**config.mk**
```make
export PLATFORM = sky130hd
export DESIGN_NAME = ifu_fetch
export DESIGN_NICKNAME = d
export VERILOG_FILES = /design/src/rtl/ifu_fetch.sv
export SDC_FILE = /design/constraint.sdc
export NUM_CORES = 1
export LEC_CHECK = 0
export CORE_MARGIN = 1
export CORE_UTILIZATION = 42
export CTS_CLUSTER_DIAMETER = 100
export DETAILED_ROUTE_END_ITERATION = 8
export PLACE_DENSITY = 0.75
export SYNTH_ARGS = -nofsm -noshare
export SYNTH_HDL_FRONTEND = slang
export SYNTH_SLANG_ARGS = --single-unit
export TNS_END_PERCENT = 50
```
**constraint.sdc**
```tcl
create_clock -name clk -period 2.8 [get_ports clk]
set_clock_uncertainty 0.1 [all_clocks]
set_input_delay 0.56 -clock clk [delete_from_list [all_inputs] [get_ports clk]]
set_output_delay 0.56 -clock clk [all_outputs]
set_load 0.05 [all_outputs]
```
**src/rtl/ifu_fetch.sv**
```systemverilog
// Instruction fetch unit: one-outstanding-request fetch from an instruction memory port,
// holding each fetched word for decode and discarding responses made stale by redirects.
module ifu_fetch #(
  parameter logic [31:0] RESET_PC = 32'h8000_0000
) (
  input  logic        clk,
  input  logic        reset,
  input  logic        redirect_valid,
  input  logic [31:0] redirect_pc,
  output logic        imem_req_valid,
  input  logic        imem_req_ready,
  output logic [31:0] imem_req_addr,
  input  logic        imem_resp_valid,
  input  logic [31:0] imem_resp_data,
  output logic        inst_valid,
  input  logic        inst_ready,
  output logic [31:0] inst,
  output logic [31:0] inst_pc,
  output logic [31:0] fetch_count
);

  localparam int unsigned XLEN = 32;

  typedef enum logic [1:0] {
    S_IDLE = 2'd0,
    S_REQ  = 2'd1,
    S_WAIT = 2'd2,
    S_HOLD = 2'd3
  } state_t;

  state_t            r_state;
  logic [XLEN-1:0]   r_fetch_pc;
  logic [XLEN-1:0]   r_req_addr;
  logic [XLEN-1:0]   r_inst;
  logic [XLEN-1:0]   r_inst_pc;
  logic [XLEN-1:0]   r_fetch_count;
  logic              r_kill;

  logic [XLEN-1:0]   w_redirect_pc;
  logic [XLEN-1:0]   w_pc_nxt;
  logic              w_deliver;

  assign w_redirect_pc = redirect_pc & ~XLEN'(3);
  assign w_deliver     = (r_state == S_HOLD) && inst_ready;

  // Next fetch PC: a redirect always wins over sequential advance.
  always_comb begin
    w_pc_nxt = r_fetch_pc;
    if (redirect_valid) begin
      w_pc_nxt = w_redirect_pc;
    end else if (w_deliver) begin
      w_pc_nxt = r_fetch_pc + XLEN'(4);
    end
  end

  // r_req_addr is only reloaded when entering REQ, so an unaccepted request stays stable.
  always_ff @(posedge clk) begin
    if (reset) begin
      r_state       <= S_IDLE;
      r_fetch_pc    <= RESET_PC;
      r_req_addr    <= RESET_PC;
      r_inst        <= '0;
      r_inst_pc     <= '0;
      r_fetch_count <= '0;
      r_kill        <= 1'b0;
    end else begin
      r_fetch_pc <= w_pc_nxt;
      case (r_state)
        S_IDLE: begin
          r_state    <= S_REQ;
          r_req_addr <= w_pc_nxt;
        end
        S_REQ: begin
          if (redirect_valid) begin
            r_kill <= 1'b1;
          end
          if (imem_req_ready) begin
            r_state <= S_WAIT;
          end
        end
        S_WAIT: begin
          if (imem_resp_valid) begin
            if (r_kill || redirect_valid) begin
              r_kill     <= 1'b0;
              r_state    <= S_REQ;
              r_req_addr <= w_pc_nxt;
            end else begin
              r_inst    <= imem_resp_data;
              r_inst_pc <= r_fetch_pc;
              r_state   <= S_HOLD;
            end
          end else if (redirect_valid) begin
            r_kill <= 1'b1;
          end
        end
        S_HOLD: begin
          if (redirect_valid || inst_ready) begin
            r_state    <= S_REQ;
            r_req_addr <= w_pc_nxt;
          end
          if (inst_ready) begin
            r_fetch_count <= r_fetch_count + XLEN'(1);
          end
        end
        default: r_state <= S_IDLE;
      endcase
    end
  end

  assign imem_req_valid = (r_state == S_REQ);
  assign imem_req_addr  = r_req_addr;
  assign inst_valid     = (r_state == S_HOLD);
  assign inst           = r_inst;
  assign inst_pc        = r_inst_pc;
  assign fetch_count    = r_fetch_count;

endmodule

```
==> flow_summary.toml, run 1 <==
[status]
outcome = "finished clean"

[clock_network]
clk_path_buf_depth = 2
clkSlewWorstSetupHoldPaths_ns = 0.06
clk_latency_ns = 0.42
cts_num_sinks = 163
cts_hold_buf = 0
cts_buffers = 17
h-tree-depth = 4
clockRootBuffer = "clkbuf_16"
cts_tree = "done"

[global_routing]
grt_remaining_overflow = 0
met3_usage = 0.0818
use_met2 = 0.353
grt_usage = 0.217
grt_busiest_layer = "met2"
grt_pass1_wl_mm = 28.2
met1_usage = 0.264
grt_max_degree = 65
grt_antenna_before_repair = 0
first_global_vias = 5738

[synth]
ys_seq_area_frac = 0.480
yosys.area_share.simple = 0.282
synth_top_area_cell = "dfxtp_1"
ys_top_cells_by_area = "dfxtp_1 48%, nand2_1 9.5%, a21oi_1 6.9%"
yosysTopAreaCellShare = 0.480
synthXorXnorAreaFrac = 0.0696
ys_seq_elements = 163
synth_mux_area_frac = 0.00903
synth_common_cells = "172 x nand2_1, 163 x dfxtp_1, 93 x a21oi_1, 66 x nor2_1, 34 x clkbuf_1"
synth_ff_type = "dfxtp_1"
synth_top_family_by_area = "simple AND/OR/NAND/NOR gates"
synth_fa_ha_area_frac = 0.0111
async_flop_share = 0
ys_warn_count = 0
postSynthAreaPerCell_um2 = 8.46
synth_compound_area_frac = 0.115
syn_inst = 803
mappedNetlistArea_um2 = 6790
synth-edff-count = 0
syn-num-nets = 879
ys_types = 46
synth.most_common_cell = "nand2_1"

[flow_run]
max-cap-violations = 0

[floorplanning]
dieHeight_um = 129
rows = 46
dieArea_um2 = 16700
fp.dieW_um = 129
io_pins = 200
core_um2 = 15800
initial_core_util = 0.429

[place]
port-buffer-count = 197
placed_cells = 1186
place.gp.congestion = 0.830
postPlaceCellArea_um2 = 9050
place_ws_ns = -0.0445
dp_hpwl_mm = 12.3

[worst_setup_path]
path_class = "reg -> out"
crit_path_start_kind = "flop"
crit_required_ns = 2.14
cp-end-kind = "output port"
worst-r2r-cell-count = 8
cp_cell_sequence = "ha_1, clkdlybuf4s50_1"
crit_arrival_ns = 1.91
critPathSlowestCell = "clkdlybuf4s50_1"
crit_fanout = 5
crit_path_max_incr_delay_ns = 0.83

[timing]
relSlewSlack = 0.528
drv_slew = 0
final_hold_viol_count = 0
post-route-period-util = 0.916
fmax_mhz = 390
finalSetupTns_ns = 0
setup_ws_ns = 0.235
grt_setup_unrepaired = "no"
layout_min_cycle_time_ns = 2.57
tightest_slew_ns = 0.706
finalSetupViolCount = 0

[finish]
layoutNonFillerInstCount = 1217
final_nets = 1065
diodes = 0
stdcell_area_um2 = 9670
drive_above_1_share = 0.0759
syn2layout_area_growth_pct = 42.4
nFillCells = 1421

[detailed_routing]
routedWlPerCell_um = 14.6
drtPass1Iterations = 7
wl_mm = 17.7
drc = 0
final_antenna_net_count = 0
via_per_inst = 5.00
drt_iter0_drc = 285
via_count = 6088

[worst_hold_path]
hold_path_class = "reg -> reg"
whs_path_depth = 2

[power_and_ir_drop]
p_per_area_nw_per_um2 = 597
p_leak_nw = 3.45
ir_worst_vdd_uv = 420
## sequential cells by signal, summed over array words and instances, names as in the netlist
signal,cells
inst_pc,32
r_fetch_pc,32
imem_req_addr,32
inst,32
r_state,2
r_kill,1
fetch_count,32
## metrics by stage
step / hold slack (ns) / power [mW] / util
floorplan: 0.340 / 3.03 / -
global placement: 0.340 / 3.37 / 0.572
detailed placement: 0.346 / 3.38 / 0.572
CTS: 0.354 / 5.83 / 0.611
global route: 0.369 / 5.98 / 0.611
finish: 0.350 / 5.77 / 0.611
## kinds of logic (layout without fill, tap and decap cells)
family                   count (synthesis)  in the layout
AO/OA/AOI/OAI                          130            130
XOR/XNOR                                54             54
adder cells (fa/ha/maj)                  6              6
buffers and inverters                   57            255
flip-flops                             163            163
multiplexers                             6              6
AND/OR/NAND/NOR                        387            387
## worst paths after layout
kind | startpoint | endpoint | slack [ns]
max | r_state[0]$_SDFFE_PP0P_ | imem_req_valid | 0.23
min | imem_req_addr[0]$_SDFFE_PP0P_ | imem_req_addr[0]$_SDFFE_PP0P_ | 0.35
max reg2reg | r_state[0]$_SDFFE_PP0P_ | imem_req_addr[20]$_SDFFE_PP0P_ | 0.39
min reg2reg | imem_req_addr[0]$_SDFFE_PP0P_ | imem_req_addr[0]$_SDFFE_PP0P_ | 0.35
## timing repair
item / in CTS / in global routing
setup endpoints to repair: 1 / 0
buffers inserted: 0 / 0
hold endpoints to repair: 0 / 0
resized for setup: 1 / 0
## per-layer routing
layer  up-vias  share of wire
li1       3081              -
met2       177           0.46
met4         0          0.015
met1      2811           0.44
met5         -              0
met3        19          0.088
## power by group
part           leakage (nW)  switching, mW  internal [mW]
sequential             1.33         0.0808           2.41
combinational          1.82          0.502          0.331
clock                 0.304          0.934           1.51
total                  3.45           1.52           4.26
## layout make-up
type / instances / area, um^2 / area share
clock buffer: 19 / 443 / 0.0458
multi-input combinational: 583 / 3320 / 0.343
clock inverter: 12 / 178 / 0.0184
inverter: 10 / 37.5 / 0.00388
tap: 216 / 270 / 0.0279
timing repair buffer: 214 / 2170 / 0.224
sequential: 163 / 3260 / 0.337
## layout by cell type, fill, tap and decap left out, drive strengths merged, types with 2 or more instances in the layout
cell type | Yosys | final
o21ai | 16 | 16
or3 | 8 | 8
a31o | 2 | 2
mux2i | 5 | 5
ha | 6 | 6
and4 | 5 | 5
o41ai | 10 | 10
nor3 | 23 | 23
nand4 | 19 | 19
inv | 10 | 12
clkinv | 0 | 5
clkdlybuf4s50 | 0 | 194
a21oi | 93 | 93
nor4 | 5 | 5
nand3b | 17 | 17
nor2 | 67 | 67
xnor2 | 28 | 28
buf | 13 | 19
and2 | 3 | 3
clkbuf | 34 | 19
dfxtp | 163 | 163
bufinv | 0 | 4
nand2b | 4 | 4
nor3b | 5 | 5
a21o | 3 | 3
nand2 | 173 | 173
and3 | 10 | 10
o21a | 3 | 3
nand3 | 26 | 26
nor2b | 21 | 21
xor2 | 26 | 26
## worst max-delay path, delay by kind of cell, from the launching register on
family / cells / cell delay, ns
fa+ha+maj: 1 / 0.25
flops: 1 / 0.40
buf+inv: 1 / 0.83
Power figures use the tool's default switching activity.
==> inputs of run 2 (changes only) <==
Settings changed: TNS_END_PERCENT 50 to 5.
==> results of run 2 <==
No change in the layout: final DEF, timing and power equal those of run 1.
==> inputs of run 3 (changes only) <==
Settings changed: CORE_UTILIZATION 42 to 47, PLACE_DENSITY 0.75 to 0.83, REMOVE_ABC_BUFFERS set to 1.
==> run 3 against run 2 <==
Compared with the run above: sequential power about the same; wire length decreased by 2.6%; combinational power decreased by 1%; power decreased by 5.6%; register-to-register slack improved by 0.05 ns; global-route usage increased by 1.7 points; critical path depth unchanged; flip-flop and latch count unchanged; setup slack improved by 0.0033 ns; die area decreased by 10%; hold slack improved by 0.0017 ns; fmax increased by 0.13%; critical path type unchanged; critical endpoint unchanged; largest cell class unchanged.
==> flow_summary.toml, run 3 (synthesized netlist as in run 1, its figures left out) <==
[detailed_routing]
via_per_inst = 5.14
drt_iter0_drc = 350
final_antenna_net_count = 0
via_count = 6060
drc = 0
routedWlPerCell_um = 14.6
wl_mm = 17.3
drtPass1Iterations = 4

[worst_setup_path]
cp_cell_sequence = "ha_1, clkdlybuf4s50_1"
cp-end-kind = "output port"
crit_path_start_kind = "flop"
regToRegSetupSlack_ns = 0.44
crit_required_ns = 2.14
worst-r2r-cell-count = 8
crit_path_max_incr_delay_ns = 0.84
crit_fanout = 5
critPathSlowestCell = "clkdlybuf4s50_1"
path_class = "reg -> out"
crit_arrival_ns = 1.90

[floorplanning]
rows = 43
io_pins = 200
dieHeight_um = 122
core_um2 = 14000
initial_core_util = 0.486
dieArea_um2 = 14900
fp.dieW_um = 122

[finish]
final_common_cell = "clkdlybuf4s50_1"
final_nets = 1067
syn2layout_area_growth_pct = 40.3
final_util = 0.681
layout_common_cells = "194 x clkdlybuf4s50_1, 172 x nand2_1, 163 x dfxtp_1"
diodes = 0
drive_above_1_share = 0.0740

[flow_run]
max-cap-violations = 0

[clock_network]
clk_latency_ns = 0.42
clk_path_buf_depth = 2
cts_tree = "done"
cts_num_sinks = 163
h-tree-depth = 4
clockRootBuffer = "clkbuf_16"
clkSlewWorstSetupHoldPaths_ns = 0.06
cts_buffers = 17

[timing]
grt_setup_unrepaired = "no"
finalSetupTns_ns = 0
fmax_mhz = 390
drv_slew = 0
tightest_slew_ns = 0.572
finalSetupViolCount = 0
final_hold_viol_count = 0
relSlewSlack = 0.618
layout_min_cycle_time_ns = 2.56
setup_ws_ns = 0.238
post-route-period-util = 0.915

[global_routing]
grt_antenna_before_repair = 0
grt_remaining_overflow = 0
grt_max_degree = 65
grt_pass1_wl_mm = 27.4
grt_usage = 0.234
first_global_vias = 5605

[worst_hold_path]
hold_path_class = "reg -> reg"
whs_path_depth = 2

[place]
dp_hpwl_mm = 11.8
place.gp.congestion = 0.873
port-buffer-count = 197
place_ws_ns = 0.0988

[status]
outcome = "finished clean"

[power_and_ir_drop]
p_per_area_nw_per_um2 = 572
ir_worst_vdd_uv = 461
totalPowerFinal_mw = 5.45
p_leak_nw = 3.42
[run 3: changes by cell type in the layout (fill, tap and decap cells not counted), moves of 2 or more]
cell / delta
buf_12: -2
buf_4: +4
bufinv_16: -3
clkbuf_8: +2
clkinv_4: -2
inv_6: -2
[run 3: timing repair]
item                       CTS  global route
hold buffers                 0             0
setup endpoints to repair    0             1
buffers inserted             0             0
gates resized for setup      0             1
[run 3: per-stage QoR]
step,instance area [um^2],hold slack [ns],instances
final,9530,0.351,1180
after global routing,9530,0.368,1180
after CTS,9530,0.354,1180
after detailed placement,9000,0.346,1152
after global placement,9000,0.341,1152
after floorplan,6610,0.334,756
[run 3: cell type report]
cell class	instances	area, um^2
Fill cell	1164	4460
Multi-Input combinational cell	583	3320
Sequential cell	163	3260
Timing Repair Buffer	216	2160
Clock buffer	22	474
Tap cell	180	225
Clock inverter	6	57.6
Inverter	10	37.5
[run 3: report_power, final]
group / switching (mW) / total (mW) / internal (mW)
combinational: 0.497 / 0.823 / 0.326
sequential: 0.0776 / 2.49 / 2.41
clock: 0.872 / 2.14 / 1.27
total: 1.45 / 5.45 / 4.01
[run 3: worst paths after layout]
check / endpoint / startpoint
max: imem_req_valid / r_state[0]$_SDFFE_PP0P_
min: inst[15]$_SDFFE_PP0P_ / inst[15]$_SDFFE_PP0P_
max reg2reg: imem_req_addr[24]$_SDFFE_PP0P_ / r_state[0]$_SDFFE_PP0P_
min reg2reg: inst[15]$_SDFFE_PP0P_ / inst[15]$_SDFFE_PP0P_
[run 3: worst max-delay path: cells and delay by family, from the launching register on]
kind | cells | cell delay [ns]
fa+ha+maj | 1 | 0.24
buf+inv | 1 | 0.84
flops | 1 | 0.40
[run 3: layer usage]
layer,part of all wire,track usage,vias up
li1,-,-,3081
met1,0.46,0.307,2774
met2,0.46,0.367,170
met3,0.049,0.0437,35
met4,0.031,0.120,0
met5,0,0,-
